===== src/rtl/key_pulser_if.sv =====
// Key bundle between the raw push-button pins and the debounced pulse outputs.
// The master side drives the buttons; the slave side (the debouncer) drives the results.
interface key_pulser_if;
    logic [3:0] KEY_N;
    logic [3:0] KEY;
    logic [3:0] key_rel;
    logic [3:0] key_level;

    modport master (
        output KEY_N,
        input  KEY,
        input  key_rel,
        input  key_level
    );

    modport slave (
        input  KEY_N,
        output KEY,
        output key_rel,
        output key_level
    );
endinterface


===== src/rtl/key_pulser.sv =====
// Four independent push-button debouncers: 2-flop synchronizer, registered inversion,
// stability counter, debounced level and one-cycle press/release pulses per key.
module key_pulser #(
    parameter int DEBOUNCE_CYCLES = 50000,
    parameter int CNT_W           = 16
) (
    input  logic         CLOCK_50,
    input  logic         reset_n,
    key_pulser_if.slave  kp
);

    localparam int NKEYS = 4;
    localparam logic [CNT_W-1:0] CNT_TERM = CNT_W'(DEBOUNCE_CYCLES - 1);

    generate
        if (DEBOUNCE_CYCLES < 1 || longint'(DEBOUNCE_CYCLES) > (longint'(1) << CNT_W)) begin : g_cfg_err
            $error("key_pulser: DEBOUNCE_CYCLES out of range for CNT_W");
        end
    endgenerate

    logic [NKEYS-1:0] sync_p0;
    logic [NKEYS-1:0] sync_p1;
    logic [NKEYS-1:0] pressed_p2;
    logic [NKEYS-1:0] key_level_q;
    logic [NKEYS-1:0] press_q;
    logic [NKEYS-1:0] rel_q;
    logic [NKEYS-1:0] mismatch;
    logic [NKEYS-1:0] term;
    logic [CNT_W-1:0] cnt_q [NKEYS];

    // A key is accepted on the edge where it has disagreed with its level long enough.
    always_comb begin
        mismatch = pressed_p2 ^ key_level_q;
        term     = '0;
        for (int i = 0; i < NKEYS; i++) begin
            term[i] = mismatch[i] && (cnt_q[i] == CNT_TERM);
        end
    end

    always_ff @(posedge CLOCK_50) begin
        if (!reset_n) begin
            sync_p0     <= '1;
            sync_p1     <= '1;
            pressed_p2  <= '0;
            key_level_q <= '0;
            press_q     <= '0;
            rel_q       <= '0;
            for (int i = 0; i < NKEYS; i++) begin
                cnt_q[i] <= '0;
            end
        end else begin
            // p0/p1: metastability synchronizer on the raw pins
            sync_p0    <= kp.KEY_N;
            sync_p1    <= sync_p0;
            // p2: active-high pressed view of the synchronized pins
            pressed_p2 <= ~sync_p1;

            key_level_q <= key_level_q ^ term;
            press_q     <= term & ~key_level_q;
            rel_q       <= term & key_level_q;

            // Any sample agreeing with the level is a bounce and restarts the count.
            for (int i = 0; i < NKEYS; i++) begin
                if (!mismatch[i] || term[i]) begin
                    cnt_q[i] <= '0;
                end else begin
                    cnt_q[i] <= cnt_q[i] + CNT_W'(1);
                end
            end
        end
    end

    assign kp.KEY       = press_q;
    assign kp.key_rel   = rel_q;
    assign kp.key_level = key_level_q;

endmodule


===== src/flat_wrapper.sv =====
// flat-port wrapper written by rule: the top's interface ports become plain ports
module key_pulser_flat 
#(
    parameter int DEBOUNCE_CYCLES = 50000,
    parameter int CNT_W           = 16
)
  (CLOCK_50, reset_n, kp_KEY_N, kp_KEY, kp_key_rel, kp_key_level);
  key_pulser_if kp_i ();
  input  logic CLOCK_50;
  input  logic reset_n;
  input wire logic [$bits(kp_i.KEY_N)-1:0] kp_KEY_N;
  output wire logic [$bits(kp_i.KEY)-1:0] kp_KEY;
  output wire logic [$bits(kp_i.key_rel)-1:0] kp_key_rel;
  output wire logic [$bits(kp_i.key_level)-1:0] kp_key_level;
  assign kp_i.KEY_N = kp_KEY_N;
  assign kp_KEY = kp_i.KEY;
  assign kp_key_rel = kp_i.key_rel;
  assign kp_key_level = kp_i.key_level;
  key_pulser #(.DEBOUNCE_CYCLES(DEBOUNCE_CYCLES), .CNT_W(CNT_W)) u_core (.CLOCK_50(CLOCK_50), .reset_n(reset_n), .kp(kp_i));
endmodule

===== config.mk =====
export PLATFORM = sky130hd
export DESIGN_NAME = key_pulser_flat
export DESIGN_NICKNAME = d
export VERILOG_FILES = /design/src/rtl/key_pulser_if.sv /design/src/rtl/key_pulser.sv /design/src/flat_wrapper.sv
export SDC_FILE = /design/constraint.sdc
export NUM_CORES = 1
export LEC_CHECK = 0
export ABC_AREA = 1
export BUFFER_PORTS_ARGS = -buffer_cell sky130_fd_sc_hd__buf_2
export CAP_MARGIN = 25
export CELL_PAD_IN_SITES_DETAIL_PLACEMENT = 1
export CELL_PAD_IN_SITES_GLOBAL_PLACEMENT = 1
export CORE_ASPECT_RATIO = 0.5
export CORE_UTILIZATION = 53
export CTS_BUF_LIST = sky130_fd_sc_hd__clkbuf_8
export CTS_CLUSTER_DIAMETER = 40
export DETAILED_ROUTE_END_ITERATION = 16
export PLACE_DENSITY = 0.93
export SLEW_MARGIN = 20
export SYNTH_ARGS = -nofsm -noshare
export SYNTH_HDL_FRONTEND = slang
export SYNTH_SLANG_ARGS = --single-unit

===== constraint.sdc =====
create_clock -name CLOCK_50 -period 2.5 [get_ports CLOCK_50]
set_input_delay 0.25 -clock CLOCK_50 [delete_from_list [all_inputs] [get_ports CLOCK_50]]
set_output_delay 0.25 -clock CLOCK_50 [all_outputs]
set_load 0.005 [all_outputs]

==> impl_metrics.csv <==
group,metric,value,unit
yosys,syn_area_per_cell,8.20,sq um
yosys,yosysWarnings,0,
yosys,synth_cells,584,
route,drtAntennaViolNets,0,
global_routing,grt_remaining_overflow,0,
run,cap_violations,0,
yosys,yosysSeqAreaShare,0.502,
hold_path,hold_end,"u_core.sync_p0[0]$_SDFF_PN1_",
route,vias_per_cell,5.39,
cts,cts-resized-gates,0,
timing,setup_tns,0,ns
cells_and_area,antennaDiodeCount,0,
global_routing,grt_pass1_wl,23900,microns
hold_path,min-delay-start,"kp_KEY_N[0]",
yosys,synth_common_cells,"nor2_1 (144), nand2_1 (118), inv_1 (65), edfxtp_1 (64), nand3_1 (47)",
timing,rsz0062_at_grt,"no",
pwr,leakage,2.23,nW
pwr,peakVddDrop,0.271,mV
timing,slew_viol_final,0,
hold_path,hold_path_depth,2,
cells_and_area,drive_above_1_share,0.0938,
timing,skew,0.0138,ns
timing,post-route-period-util,0.779,
cts,cts_made_buffers,9,
status,status,"completed",
yosys,ys_seq_elements,88,
route,post_drt_wl_per_cell,18.8,microns
placed_design,hpwl,8740,microns
timing,finalHoldWorstSlack,0.0786,ns
global_routing,track_usage,0.340,
yosys,synth_flop_cell,"edfxtp_1",
placed_design,dpl_worst_slack,0.728,ns
timing,setup_viol,0,
yosys,synthTopCellsByArea,"edfxtp_1 (40%), nor2_1 (11%), dfxtp_1 (10%)",
yosys,yosysUniqueCellTypes,28,
critical_path,crit_type,"flop to flop",
yosys,yosysMostFrequentCell,"nor2_1",
route,drt-initial-drc-count,300,
pwr,total_power,2.85,mW
critical_path,reg2regPathDepth,6,
critical_path,setup.worst_path.start_class,"flop",
hold_path,hold_path.class,"input port to flop",
yosys,synth_top_area_share,0.401,
cts,ctsHoldBuffers,0,
critical_path,path_max_fanout,16,
yosys,synth_edf_count,64,
die,die-height,69.2,microns
route,drc_errors,0,
critical_path,worstSetupEndpointType,"flop",
cts,postCtsSetupBuffers,0,
timing,hold_viol,0,
yosys,async_flop_share,0,
yosys,syn-cell-area,4790,sq um
placed_design,port-buffer-count,17,
global_routing,antenna_found_initial,0,
cells_and_area,finalNonFillerCells,789,
cts,clock_latency,0.38,ns
critical_path,reg2reg_slack,0.55,ns
route,vias,4251,
critical_path,arrival,2.15,ns
yosys,yosys.area.top_type,"edfxtp_1",
global_routing,grt_max_degree,18,
cts,clock-sinks,88,
timing,period_minus_slack,1.95,ns
cts,cts_max_path_buffers,2,
die,die_width,136,microns
route,first_pass_iters,5,
critical_path,r2r_end,"u_core.cnt_q[3][2]$_SDFFCE_PN0P_",
pwr,power.density_cell_area,529,nW/um^2
die,rows,24,
critical_path,cp.required,2.70,ns
cts,ctsRootBufferMaster,"clkbuf_8",
cells_and_area,area_growth,12.4,%
critical_path,startpoint,"u_core.cnt_q[3][0]$_SDFFCE_PN0P_",
critical_path,r2r-start,"u_core.cnt_q[3][0]$_SDFFCE_PN0P_",
placed_design,placedCellCount,773,
die,core_area,8740,sq um
timing,fin_ws,0.554,ns
cells_and_area,nets,677,
cts,cts_tree,"built",
die,die-area,9440,sq um
cts,cts_max_level,3,
die,ios,18,
route,routed_wl,14800,microns
placed_design,routabilityCongestion,0.867,
global_routing,grt_pass1_vias,4577,
timing,fmax,0.514,GHz
cts,cts.clk_slew.worst_paths,0.09,ns
cells_and_area,n_fill_cell,1132,
die,initial_core_util,0.548,
metrics by stage:
step / cell area (sq um) / util
6_report: 5380 / 0.616
5_1_grt: 5380 / 0.616
4_1_cts: 5380 / 0.616
3_5_place_dp: 5190 / 0.594
3_3_place_gp: 5190 / 0.594
2_1_floorplan: 5020 / -
worst max path at each step:
stage	endpoint	slack [ns]	cells after the start
after detailed placement	u_core.cnt_q[3][3]$_SDFFCE_PN0P_	0.73	6
final	u_core.cnt_q[3][2]$_SDFFCE_PN0P_	0.55	6
after global routing	u_core.cnt_q[3][2]$_SDFFCE_PN0P_	0.41	6
after floorplan	u_core.cnt_q[0][11]$_SDFFCE_PN0P_	1.10	7
after global placement	u_core.cnt_q[3][15]$_SDFFCE_PN0P_	0.86	6
after CTS	u_core.cnt_q[0][0]$_SDFFCE_PN0P_	0.60	6
cell type report:
class / count / area, sq um / share of cell area
multi-input cells: 485 / 2310 / 0.429
repair buffers: 17 / 85.1 / 0.0158
well taps: 117 / 146 / 0.0272
clock inverters: 6 / 52.6 / 0.00977
flip-flops and latches: 88 / 2400 / 0.446
clock buffers: 10 / 138 / 0.0256
inverters: 66 / 248 / 0.0460
worst max-delay path, cell delays in order, from the launching register on:
cell	delay (ns)
edfxtp_1	0.47
ha_1	0.29
nand3_1	0.21
nor2_1	0.09
nand2_1	0.10
nand3_2	0.31
nor2_1	0.30
report_power, final:
part / total, mW / leakage [nW] / switching (mW) / internal, mW
clock network: 1.02 / 0.110 / 0.536 / 0.479
logic: 0.157 / 1.26 / 0.111 / 0.0458
registers: 1.67 / 0.856 / 0.0637 / 1.61
total: 2.85 / 2.23 / 0.711 / 2.14
cell usage in the layout, fill, tap and decap left out, types with 2 or more instances in the layout:
| master | n |
|---|---|
| nor2_1 | 144 |
| nand2_1 | 118 |
| inv_1 | 68 |
| edfxtp_1 | 64 |
| conb_1 | 64 |
| nand3_1 | 47 |
| xor2_1 | 25 |
| dfxtp_1 | 24 |
| nand4_1 | 21 |
| buf_2 | 17 |
| xnor2_1 | 11 |
| clkbuf_8 | 10 |
| nor2_2 | 9 |
| nand3_2 | 8 |
| or2_2 | 8 |
| a21oi_1 | 5 |
| nand3b_1 | 4 |
| ha_1 | 4 |
| nand2_2 | 3 |
| o21ai_1 | 3 |
| nor3_1 | 3 |
| nor2_4 | 2 |
| a21oi_2 | 2 |
| or2_0 | 2 |
cells by family (layout without fill, tap and decap cells):
family / count (synthesis) / after routing / share of synthesized area
AND/OR/NAND/NOR: 370 / 370 / 0.343
adder cells (fa/ha/maj): 4 / 4 / 0.0105
other: 1 / 64 / 0.000783
AO/OA/AOI/OAI: 11 / 11 / 0.0131
buffers and inverters: 74 / 99 / 0.0651
XOR/XNOR: 36 / 36 / 0.0659
flip-flops: 88 / 88 / 0.502
metal layers:
layer  share of wire  track usage
met5               0            0
met4           0.038        0.178
met3           0.047       0.0826
met2            0.51        0.587
met1            0.41        0.393
sequential cells by signal (all words and copies together) (netlist names), named ones only:
| name | flops |
|---|---|
| u_core.cnt_q | 64 |
| u_core.kp.KEY | 4 |
| u_core.kp.key_rel | 4 |
| u_core.pressed_p2 | 4 |
| u_core.sync_p0 | 4 |
| u_core.sync_p1 | 4 |
Power figures use the tool's default switching activity.
